`config.mk`:
```
export PLATFORM = sky130hd
export DESIGN_NAME = pfir_seq
export DESIGN_NICKNAME = d
export VERILOG_FILES = /design/src/rtl/pfir_pkg.sv /design/src/rtl/pfir_seq_ld.sv /design/src/rtl/pfir_seq.sv
export SDC_FILE = /design/constraint.sdc
export NUM_CORES = 1
export LEC_CHECK = 0
export ABC_AREA = 0
export CAP_MARGIN = 20
export CORE_ASPECT_RATIO = 2
export CORE_MARGIN = 2
export CORE_UTILIZATION = 43
export CTS_BUF_LIST = sky130_fd_sc_hd__clkbuf_4
export CTS_CLUSTER_SIZE = 30
export DETAILED_ROUTE_END_ITERATION = 8
export PLACE_DENSITY_LB_ADDON = 0.12
export SYNTH_ARGS = -nofsm -noshare
export SYNTH_HDL_FRONTEND = slang
export SYNTH_SLANG_ARGS = --single-unit
```
`constraint.sdc`:
```
create_clock -name clk -period 7.2 [get_ports clk]
set_input_delay 1.44 -clock clk [delete_from_list [all_inputs] [get_ports clk]]
set_output_delay 1.44 -clock clk [all_outputs]
set_load 0.02 [all_outputs]
```
`src/rtl/pfir_pkg.sv`:
```
// pfir_pkg: shared state encoding, field widths and config validity rule for pfir_seq.
// Latency: n/a (declarations only).
// Backpressure: n/a.
package pfir_pkg;

  localparam int DEC_W   = 6;
  localparam int ADDR_W  = 10;
  localparam int LEN_W   = 11;
  localparam int PDATA_W = 16;
  localparam int SPAN_W  = LEN_W + 1;

  typedef enum logic [2:0] {
    HALT,
    CHK,
    CLR,
    LOADL,
    LOADH,
    FLUSH,
    RUN
  } state_t;

  // A configuration is unusable if the decimator would divide by zero, the
  // coefficient window is inverted, or the window overruns the loaded program.
  function automatic logic cfg_bad(
    input logic [DEC_W-1:0]  dec,
    input logic [ADDR_W-1:0] ncoef,
    input logic [ADDR_W-1:0] acoef,
    input logic [LEN_W-1:0]  len
  );
    logic [SPAN_W-1:0] span;
    span = {2'b00, ncoef} + SPAN_W'(2);
    return (dec == '0) || (ncoef < acoef) ||
           ((len != '0) && (span >= {1'b0, len}));
  endfunction

endpackage

```
`src/rtl/pfir_seq_ld.sv`:
```
// pfir_seq_ld: splits each accepted 32-bit instruction into low then high program half-words.
// Latency: low half on pwr one cycle after the handshake, high half the cycle after that.
// Backpressure: iw_ready is high only while the sequencer sits in LOADL; stalls just hold LOADL.
module pfir_seq_ld
  import pfir_pkg::*;
(
  input  logic               clk,
  input  logic               rst,
  input  logic               clr,
  input  logic               arm,
  input  logic               in_loadh,
  input  logic [LEN_W-1:0]   len,
  input  logic [31:0]        iw_data,
  input  logic               iw_valid,
  output logic               iw_ready,
  output logic               hs,
  output logic               last,
  output logic               pwr,
  output logic [PDATA_W-1:0] pdata
);

  logic [PDATA_W-1:0] hi;
  logic [LEN_W-1:0]   cnt;

  assign hs   = iw_valid & iw_ready;
  // The word finishing in this LOADH is the final one of the program.
  assign last = ((cnt + LEN_W'(1)) == len);

  // Registered ready so the upstream sees a clean handshake window per LOADL cycle.
  always_ff @(posedge clk or posedge rst) begin
    if (rst) iw_ready <= 1'b0;
    else     iw_ready <= arm;
  end

  // Low half goes out on the handshake edge, the held high half on the LOADH edge.
  always_ff @(posedge clk or posedge rst) begin
    if (rst) begin
      pwr   <= 1'b0;
      pdata <= '0;
      hi    <= '0;
    end else if (hs) begin
      pwr   <= 1'b1;
      pdata <= iw_data[15:0];
      hi    <= iw_data[31:16];
    end else if (in_loadh) begin
      pwr   <= 1'b1;
      pdata <= hi;
    end else begin
      pwr   <= 1'b0;
    end
  end

  // Completed-instruction counter, restarted at every reconfiguration.
  always_ff @(posedge clk or posedge rst) begin
    if (rst)           cnt <= '0;
    else if (clr)      cnt <= '0;
    else if (in_loadh) cnt <= cnt + LEN_W'(1);
  end

endmodule

```
`src/rtl/pfir_seq.sv`:
```
// pfir_seq: reprograms the polyphase FIR (program RAM + dec/ncoef/acoef) under reset; PFIR_SEQ_CHECK_EN adds config checks.
// Latency: cfg_go to done is 3 + 2*len + FLUSH_CYC cycles, plus one per LOADL cycle without iw_valid.
// Backpressure: instructions paced by iw_ready; upstream samples refused (s_rfd=0, fir_iv=0) outside RUN.
module pfir_seq
  import pfir_pkg::*;
#(
  parameter int FLUSH_CYC = 8
) (
  input  logic               clk,
  input  logic               mrst,
  input  logic               cfg_go,
  input  logic [DEC_W-1:0]   cfg_dec,
  input  logic [ADDR_W-1:0]  cfg_ncoef,
  input  logic [ADDR_W-1:0]  cfg_acoef,
  input  logic [LEN_W-1:0]   cfg_len,
  input  logic [31:0]        iw_data,
  input  logic               iw_valid,
  output logic               iw_ready,
  output logic               busy,
  output logic               done,
  output logic               err,
  input  logic               s_iv,
  output logic               s_rfd,
  input  logic               fir_rfd,
  output logic               fir_iv,
  output logic               fir_mrst,
  output logic [DEC_W-1:0]   fir_dec,
  output logic [ADDR_W-1:0]  fir_ncoef,
  output logic [ADDR_W-1:0]  fir_acoef,
  output logic               prst,
  output logic               pwr,
  output logic [PDATA_W-1:0] pdata
);

  localparam int FW = $clog2(FLUSH_CYC + 1);

  state_t             state, next_state;
  logic [DEC_W-1:0]   sh_dec;
  logic [ADDR_W-1:0]  sh_ncoef, sh_acoef;
  logic [LEN_W-1:0]   sh_len;
  logic [FW-1:0]      fcnt;
  logic               accept, chk_bad, flush_end, ld_hs, ld_last;
  logic               busy_d, mrst_d, prst_d, done_d;

  assign accept    = cfg_go & ((state == HALT) | (state == RUN));
  assign flush_end = (fcnt == FW'(FLUSH_CYC - 1));

`ifdef PFIR_SEQ_CHECK_EN
  assign chk_bad = cfg_bad(sh_dec, sh_ncoef, sh_acoef, sh_len);
`else
  assign chk_bad = 1'b0;
`endif

  // Samples only reach the FIR while its configuration is consistent.
  assign s_rfd  = (state == RUN) & fir_rfd;
  assign fir_iv = (state == RUN) & s_iv;

  // State register.
  always_ff @(posedge clk or posedge mrst) begin
    if (mrst) state <= HALT;
    else      state <= next_state;
  end

  // Next-state logic; cfg_go is only honoured when idle (HALT) or running (RUN).
  always_comb begin
    next_state = state;
    case (state)
      HALT, RUN: if (cfg_go) next_state = CHK;
      CHK:       next_state = chk_bad ? HALT : CLR;
      CLR:       next_state = (sh_len == '0) ? FLUSH : LOADL;
      LOADL:     if (ld_hs) next_state = LOADH;
      LOADH:     next_state = ld_last ? FLUSH : LOADL;
      FLUSH:     if (flush_end) next_state = RUN;
      default:   next_state = HALT;
    endcase
  end

  // Output decode; fir_mrst stays up through the done cycle and drops once RUN is settled.
  always_comb begin
    busy_d = (next_state != HALT) && (next_state != RUN);
    mrst_d = !((state == RUN) && (next_state == RUN));
    prst_d = (state == CLR);
    done_d = (state == FLUSH) && (next_state == RUN);
  end

  // Register the decoded control outputs.
  always_ff @(posedge clk or posedge mrst) begin
    if (mrst) begin
      busy     <= 1'b0;
      fir_mrst <= 1'b1;
      prst     <= 1'b0;
      done     <= 1'b0;
    end else begin
      busy     <= busy_d;
      fir_mrst <= mrst_d;
      prst     <= prst_d;
      done     <= done_d;
    end
  end

  // Shadow the request, then publish all three FIR fields together on FLUSH entry.
  always_ff @(posedge clk or posedge mrst) begin
    if (mrst) begin
      sh_dec    <= '0;
      sh_ncoef  <= '0;
      sh_acoef  <= '0;
      sh_len    <= '0;
      fir_dec   <= '0;
      fir_ncoef <= '0;
      fir_acoef <= '0;
    end else begin
      if (accept) begin
        sh_dec   <= cfg_dec;
        sh_ncoef <= cfg_ncoef;
        sh_acoef <= cfg_acoef;
        sh_len   <= cfg_len;
      end
      if ((state != FLUSH) && (next_state == FLUSH)) begin
        fir_dec   <= sh_dec;
        fir_ncoef <= sh_ncoef;
        fir_acoef <= sh_acoef;
      end
    end
  end

  // Flush timer covers the FIR's internal reset delay and MAC drain.
  always_ff @(posedge clk or posedge mrst) begin
    if (mrst)                fcnt <= '0;
    else if (state != FLUSH) fcnt <= '0;
    else                     fcnt <= fcnt + FW'(1);
  end

`ifdef PFIR_SEQ_CHECK_EN
  // Sticky error, cleared by the next accepted request.
  always_ff @(posedge clk or posedge mrst) begin
    if (mrst)                         err <= 1'b0;
    else if (accept)                  err <= 1'b0;
    else if ((state == CHK) && chk_bad) err <= 1'b1;
  end
`else
  assign err = 1'b0;
`endif

  pfir_seq_ld u_ld (
    .clk      (clk),
    .rst      (mrst),
    .clr      (state == CLR),
    .arm      (next_state == LOADL),
    .in_loadh (state == LOADH),
    .len      (sh_len),
    .iw_data  (iw_data),
    .iw_valid (iw_valid),
    .iw_ready (iw_ready),
    .hs       (ld_hs),
    .last     (ld_last),
    .pwr      (pwr),
    .pdata    (pdata)
  );

endmodule

```
==> results of run 1 <==
path summary, 6_finish.rpt:
| kind | from | to | slack (ps) | cells after the start |
|---|---|---|---|---|
| max | fir_rfd | s_rfd | 3120 | 3 |
| max in group asynchronous | mrst | u_ld.cnt[1]$_DFFE_PP0P_ | 4580 | 3 |
| min | fcnt[0]$_DFF_PP0_ | fcnt[0]$_DFF_PP0_ | 480 | 1 |
| max reg2reg | sh_len[2]$_DFFE_PP0P_ | fir_acoef[7]$_DFFE_PP0P_ | 4230 | 7 |
| min reg2reg | fcnt[0]$_DFF_PP0_ | fcnt[0]$_DFF_PP0_ | 480 | 1 |
| min in group asynchronous | mrst | sh_ncoef[0]$_DFFE_PP0P_ | 1440 | 2 |
through the flow:
stage                     total power [mW]  cell area (µm²)  hold WS [ps]  setup slack (ps)  utilization, %
final                                 2.79             6960           482              3120            57.4
after global routing                  2.98             6960           494              3070            57.4
after CTS                             2.81             6900           490              3060            56.9
after detailed placement              2.32             6610           473              2490            54.5
after global placement                2.28             6610           451              2590            54.5
after floorplan                       1.89             5330           433              2600               -
worst reg2reg max path: stages, from the launching register on:
cell,delay [ps]
dfrtp_1,460
nor4_1,620
a32oi_1,260
o22a_2,320
a211oi_1,400
a31oi_4,210
buf_16,290
mux2_4,310
routing by layer:
| metal | vias to the layer above | wire length (µm) | track usage [%] |
|---|---|---|---|
| met4 | 0 | 289 | 8.64 |
| met1 | 1833 | 4680 | 21.2 |
| li1 | 1753 | - | - |
| met5 | - | 0 | 0 |
| met2 | 103 | 6370 | 32.8 |
| met3 | 16 | 604 | 5.08 |
flip-flops by register name (all words and copies together) (netlist names), 4 cells and up:
register	count
u_ld.hi	16
u_ld.pdata	16
sh_len	11
u_ld.cnt	11
fir_acoef	10
fir_ncoef	10
sh_acoef	10
sh_ncoef	10
fir_dec	6
sh_dec	6
fcnt	4
layout make-up:
| cell class | count | area share [%] |
|---|---|---|
| clock inverters | 14 | 2.18 |
| clock buffers | 18 | 1.94 |
| inverters | 6 | 0.360 |
| well taps | 147 | 2.64 |
| diodes | 1 | 0.0360 |
| multi-input cells | 279 | 31.2 |
| flip-flops and latches | 119 | 42.8 |
| repair buffers | 128 | 18.8 |
cells in the mapped netlist, types with 3 or more instances:
cell type  number  share of area [%]
xnor2_1        11                1.8
inv_1           5               0.35
nor2_1         32                2.3
mux2_4         20                5.6
clkbuf_1       13               0.92
nor4_1          4               0.47
xor2_1          7                1.1
buf_6           4               0.84
mux2_2         59                 12
a31oi_1        19                2.2
and3_1          7               0.82
dfrtp_1       118                 55
o21ai_0        15                1.4
nand2_1        48                3.4
nor3_1          3               0.28
nand3_1         5               0.47
a21oi_1         5               0.47
o31ai_1         5               0.70
power by group through the flow:
stage	combinational, mW	sequential, mW	clock (mW)
final	1.16	1.15	0.481
after floorplan	0.627	1.26	0
after detailed placement	1.16	1.16	0
after global routing	1.26	1.19	0.530
after CTS	1.16	1.15	0.494
after global placement	1.13	1.15	0
cell families after synthesis:
kind of cell / Yosys count
buffers and inverters: 30
multiplexers: 79
adder cells (fa/ha/maj): 2
flip-flops: 119
XOR/XNOR: 19
AND/OR/NAND/NOR: 119
other: 1
AO/OA/AOI/OAI: 59
==> summary.txt, run 1 <==
status: finished clean
Compound-Gate Fraction of Synth Area: 7.72%
pwr dens: 401 nW/µm²
vias in the first global route: 3936
Relative slew margins: 37.6%
Area growth syn-to-layout: 30.5%
YS warnings: 0
worst slew pin tran: 936 ps
Buf+Inv Stages, Crit Path: 2
die footprint: 13400 µm²
RePlAce Congestion: 0.838
DRT antenna net count: 0
Slew Limit Fails: 0
largest net degree at the start of global routing: 73
via count: 3705
Die H: 161 µm
WP data required: 5760 ps
post-synth cell types: 57
crit-path max FO: 1
Logic pwr share: 41.7%
Data arrival, critical path: 2640 ps
switch share: 34.9%
FF+latch area: 2980 µm²
postcts setup bufs: 0
Clk Latency, worst-skew pair: 530 ps
CTS buffer count: 17
Iteration-0 DRC Markers: 126
clock transition at the registers of the reported paths: 120 ps
RSZ-0062 raised after global routing: no
sequential power share: 41.1%
Max Clock Skew: 32.1 ps
Avg WL per Cell: 16.8 µm
most common cell after layout, fill and taps aside: clkdlybuf4s50_1
Longest Clk Path Bufs: 2
Synth async-reset ratio: 100%
fin cells: 712
post-synthesis adder-cell area fraction: 0.469%
port buffer count: 124
peak supply drop: 0.000209 V
number of synthesized register bits: 119
core area: 12100 µm²
Post-Syn Area: 5330 µm²
most frequent cells in the layout: clkdlybuf4s50_1 (124), dfrtp_1 (118), mux2_2 (59), nand2_1 (48), nor2_1 (32)
final hold violation count: 0
initial antenna violation count: 1
io pins: 126
H-tree depth: 4
die width: 82.7 µm
Inst Count DP: 677
Initial Utilization: 44.0%
total negative slack: 0 ps
Sink Count: 119
area of the multi-input gates: 2170 µm²
total track usage: 19.0%
global route overflow: 0
slowest stage delay, CP: 600 ps
sw power: 0.974 mW
drt pass-1 iters: 5
fillers: 1086
WS Path Type: in2out
Post-synth EDFFs: 0
f_max: 0.245 GHz
Pint: 1.82 mW
Hold Buf Count CTS: 0
# DRC: 0
Synth Instances: 428
first-pass GRT wire length: 19100 µm
Synth Net Count: 505
TritonCTS clock tree: yes
fin crit period: 4080 ps
post-CTS resize count: 0
row count: 57
Post-Synth Simple-Gate Area: 11.0%
register area share after synthesis: 55.9%
CP most frequent cell: clkdlybuf4s50_1
synthesized area per cell: 12.5 µm²
xor and xnor area share after synthesis: 3.26%
layout cell share with drive strength beyond 1: 23.6%
Crit-path slowest cell: clkdlybuf4s50_1
Final period util: 56.6%
clock share of power: 17.3%
Startpoint Class: primary input
mux share of post-synthesis cell area: 18.1%
CP Capture Type: primary output
delay-heaviest family, CP: buffers and inverters
Root Buffer: clkbuf_4
Synth Flop Type: dfrtp_1
HP Class: reg2reg
Leak: 3.01 nW
largest family of logic cells by synthesized area: multiplexers
Post-DP HPWL: 8370 µm
drt total wl: 11900 µm
nets: 628
crit-path cells: clkdlybuf4s50_1 > and3_1 > clkdlybuf4s50_1
max_cap viols: 0
Final setup viols: 0
drt via density: 5.20
Note: power is estimated with default switching activity, not from simulation.
==> run 2, diff against run 1 <==
- clock period: 7.2 -> 3.6 ns (I/O delays scaled with it)
==> run 2 against run 1 <==
- wire length fell by 0.94%
- clock-buffer cell count is 1 lower
- first-iteration DRC count up 12%
- sequential power is 98% higher
- combinational power increased by 100%
- flip-flop and latch count did not move
- clock skew shrank 15 ps
- register-to-register slack worse by 3500 ps
==> summary.txt, run 2 (synthesis gave the netlist of run 1 again) <==
TritonCTS clock tree: yes
drt total wl: 11800 µm (-0.94%)
Final setup viols: 0 (unchanged)
final setup margin: 707 ps (-2420 ps)
total negative slack: 0 ps (unchanged)
DRT antenna net count: 0 (unchanged)
crit-path max FO: 15 (+14)
H-tree depth: 4 (unchanged)
Pint: 3.70 mW (+100%)
post-CTS resize count: 0 (unchanged)
Critical Path Sink: fir_acoef[0]$_DFFE_PP0P_
Max Clock Skew: 16.8 ps (-15.3 ps)
peak supply drop: 0.000404 V (+93%)
Layout Cell Area excl Fill: 7020 µm² (+0.86%)
Leak: 3.04 nW (+0.81%)
Hold WS: 472 ps (-10.3 ps)
placement-stage cell area: 6680 µm² (+1.0%)
Inst Count DP: 680 (+0.44%)
global route overflow: 0 (unchanged)
Regs by FF count: u_ld.hi: 16 flops, u_ld.pdata: 16 flops
row count: 57 (unchanged)
Initial Utilization: 44.0% (unchanged)
layout cell share with drive strength beyond 1: 23.7% (+0.093 points)
f_max: 0.346 GHz
FF-to-FF End: fir_acoef[0]$_DFFE_PP0P_
critical path startpoint: sh_len[0]$_DFFE_PP0P_
postcts setup bufs: 0 (unchanged)
most frequent cells in the layout: clkdlybuf4s50_1 (124), dfrtp_1 (118), mux2_2 (59), nand2_1 (48), nor2_1 (32)
CP Capture Type: flop
Die H: 161 µm (unchanged)
Logic pwr share: 41.6% (about the same)
fin crit period: 2890 ps
worst slew pin tran: 753 ps (-183 ps)
nets: 630 (+0.32%)
r2r setup slk: 710 ps (-3520 ps)
Root Buffer: clkbuf_4
HP Class: reg2reg
port buffer count: 124 (unchanged)
via count: 3746 (+1.1%)
fin cells: 714 (+0.28%)
Final period util: 80.4%
RePlAce Congestion: 0.851 (+1.6%)
clock share of power: 18.0% (+0.7 points)
Area growth syn-to-layout: 31.6%
WS Path Type: reg2reg
total track usage: 18.7% (-0.36 points)
RSZ-0062 raised after global routing: no
first-pass GRT wire length: 19000 µm (-0.94%)
switch share: 34.4% (-0.49 points)
pre-CTS setup slack: 431 ps (-2060 ps)
CTS buffer count: 17 (unchanged)
die width: 82.7 µm (unchanged)
pwr dens: 805 nW/µm² (+100%)
Startpoint Class: flop
Data arrival, critical path: 3300 ps (+660 ps)
Post-DP HPWL: 8240 µm (-1.5%)
Longest Clk Path Bufs: 2 (unchanged)
clock transition at the registers of the reported paths: 110 ps (about the same)
# DRC: 0 (unchanged)
Clk Latency, worst-skew pair: 520 ps (about the same)
Iteration-0 DRC Markers: 141 (+12%)
Reg2Reg Depth: 7 (unchanged)
max_cap viols: 0 (unchanged)
Slew Limit Fails: 0 (unchanged)
WP data required: 4010 ps (-1750 ps)
drt pass-1 iters: 4 (-1)
core area: 12100 µm² (unchanged)
drt via density: 5.25 (+0.82%)
most common cell after layout, fill and taps aside: clkdlybuf4s50_1
final hold violation count: 0 (unchanged)
sw power: 1.95 mW (+100%)
worst r2r src: sh_len[0]$_DFFE_PP0P_
initial antenna violation count: 1 (unchanged)
die footprint: 13400 µm² (unchanged)
Hold Buf Count CTS: 0 (unchanged)
final core occ: 57.9% (+0.50 points)
Power, Total: 5.65 mW (+100%)
Avg WL per Cell: 16.6 µm (-1.2%)
status: finished clean
vias in the first global route: 3851 (-2.2%)
io pins: 126 (unchanged)
Sink Count: 119 (unchanged)
Relative slew margins: 49.6% (+12 points)
largest net degree at the start of global routing: 120 (+64%)
sequential power share: 40.4% (-0.7 points)
-- run 2: cell count changes in the layout (fill, tap and decap cells not counted) --
cell,delta
clkinv_4,+1
inv_4,-1
clkbuf_4,-1
inv_6,-1
buf_12,+2
clkinv_1,+1
bufinv_16,+1
-- run 2: cell type report --
| type | instances | area, µm² |
|---|---|---|
| Multi-Input combinational cell | 279 | 2170 |
| Sequential cell | 119 | 2980 |
| Timing Repair Buffer | 130 | 1350 |
| Tap cell | 147 | 184 |
| Inverter | 6 | 26.3 |
| Fill cell | 1060 | 5110 |
| Clock buffer | 17 | 128 |
| Clock inverter | 15 | 178 |
| Antenna cell | 1 | 2.50 |
-- run 2: worst min path at each step --
stage | slack, ps | to | startpoint | cells past startpoint
final | 470 | fcnt[0]$_DFF_PP0_ | fcnt[0]$_DFF_PP0_ | 1
after global routing | 500 | fcnt[0]$_DFF_PP0_ | fcnt[0]$_DFF_PP0_ | 1
after CTS | 480 | fcnt[0]$_DFF_PP0_ | fcnt[0]$_DFF_PP0_ | 1
after detailed placement | 460 | fcnt[0]$_DFF_PP0_ | fcnt[0]$_DFF_PP0_ | 1
after global placement | 450 | fcnt[0]$_DFF_PP0_ | fcnt[0]$_DFF_PP0_ | 1
after floorplan | 430 | fcnt[0]$_DFF_PP0_ | fcnt[0]$_DFF_PP0_ | 1
-- run 2: worst max-delay path, cell delays in order (launching register included) --
cell and delay [ps]:
dfrtp_1 420, nor4_1 650, a32oi_1 260, o22a_2 310, a211oi_1 360, a31oi_4 200, buf_16 280, mux2_4 300
-- run 2: power groups by stage --
stage / logic, mW / registers, mW / clock network, mW
floorplan: 1.25 / 2.52 / 0
global placement: 2.29 / 2.29 / 0
detailed placement: 2.35 / 2.32 / 0
CTS: 2.36 / 2.29 / 1.05
global route: 2.54 / 2.37 / 1.11
finish: 2.35 / 2.28 / 1.02
-- run 2: metal layers --
metal	routed length, µm	track usage [%]
met1	4610	22.2
met4	239	7.53
met5	0	0
met2	6370	31.5
met3	615	4.58
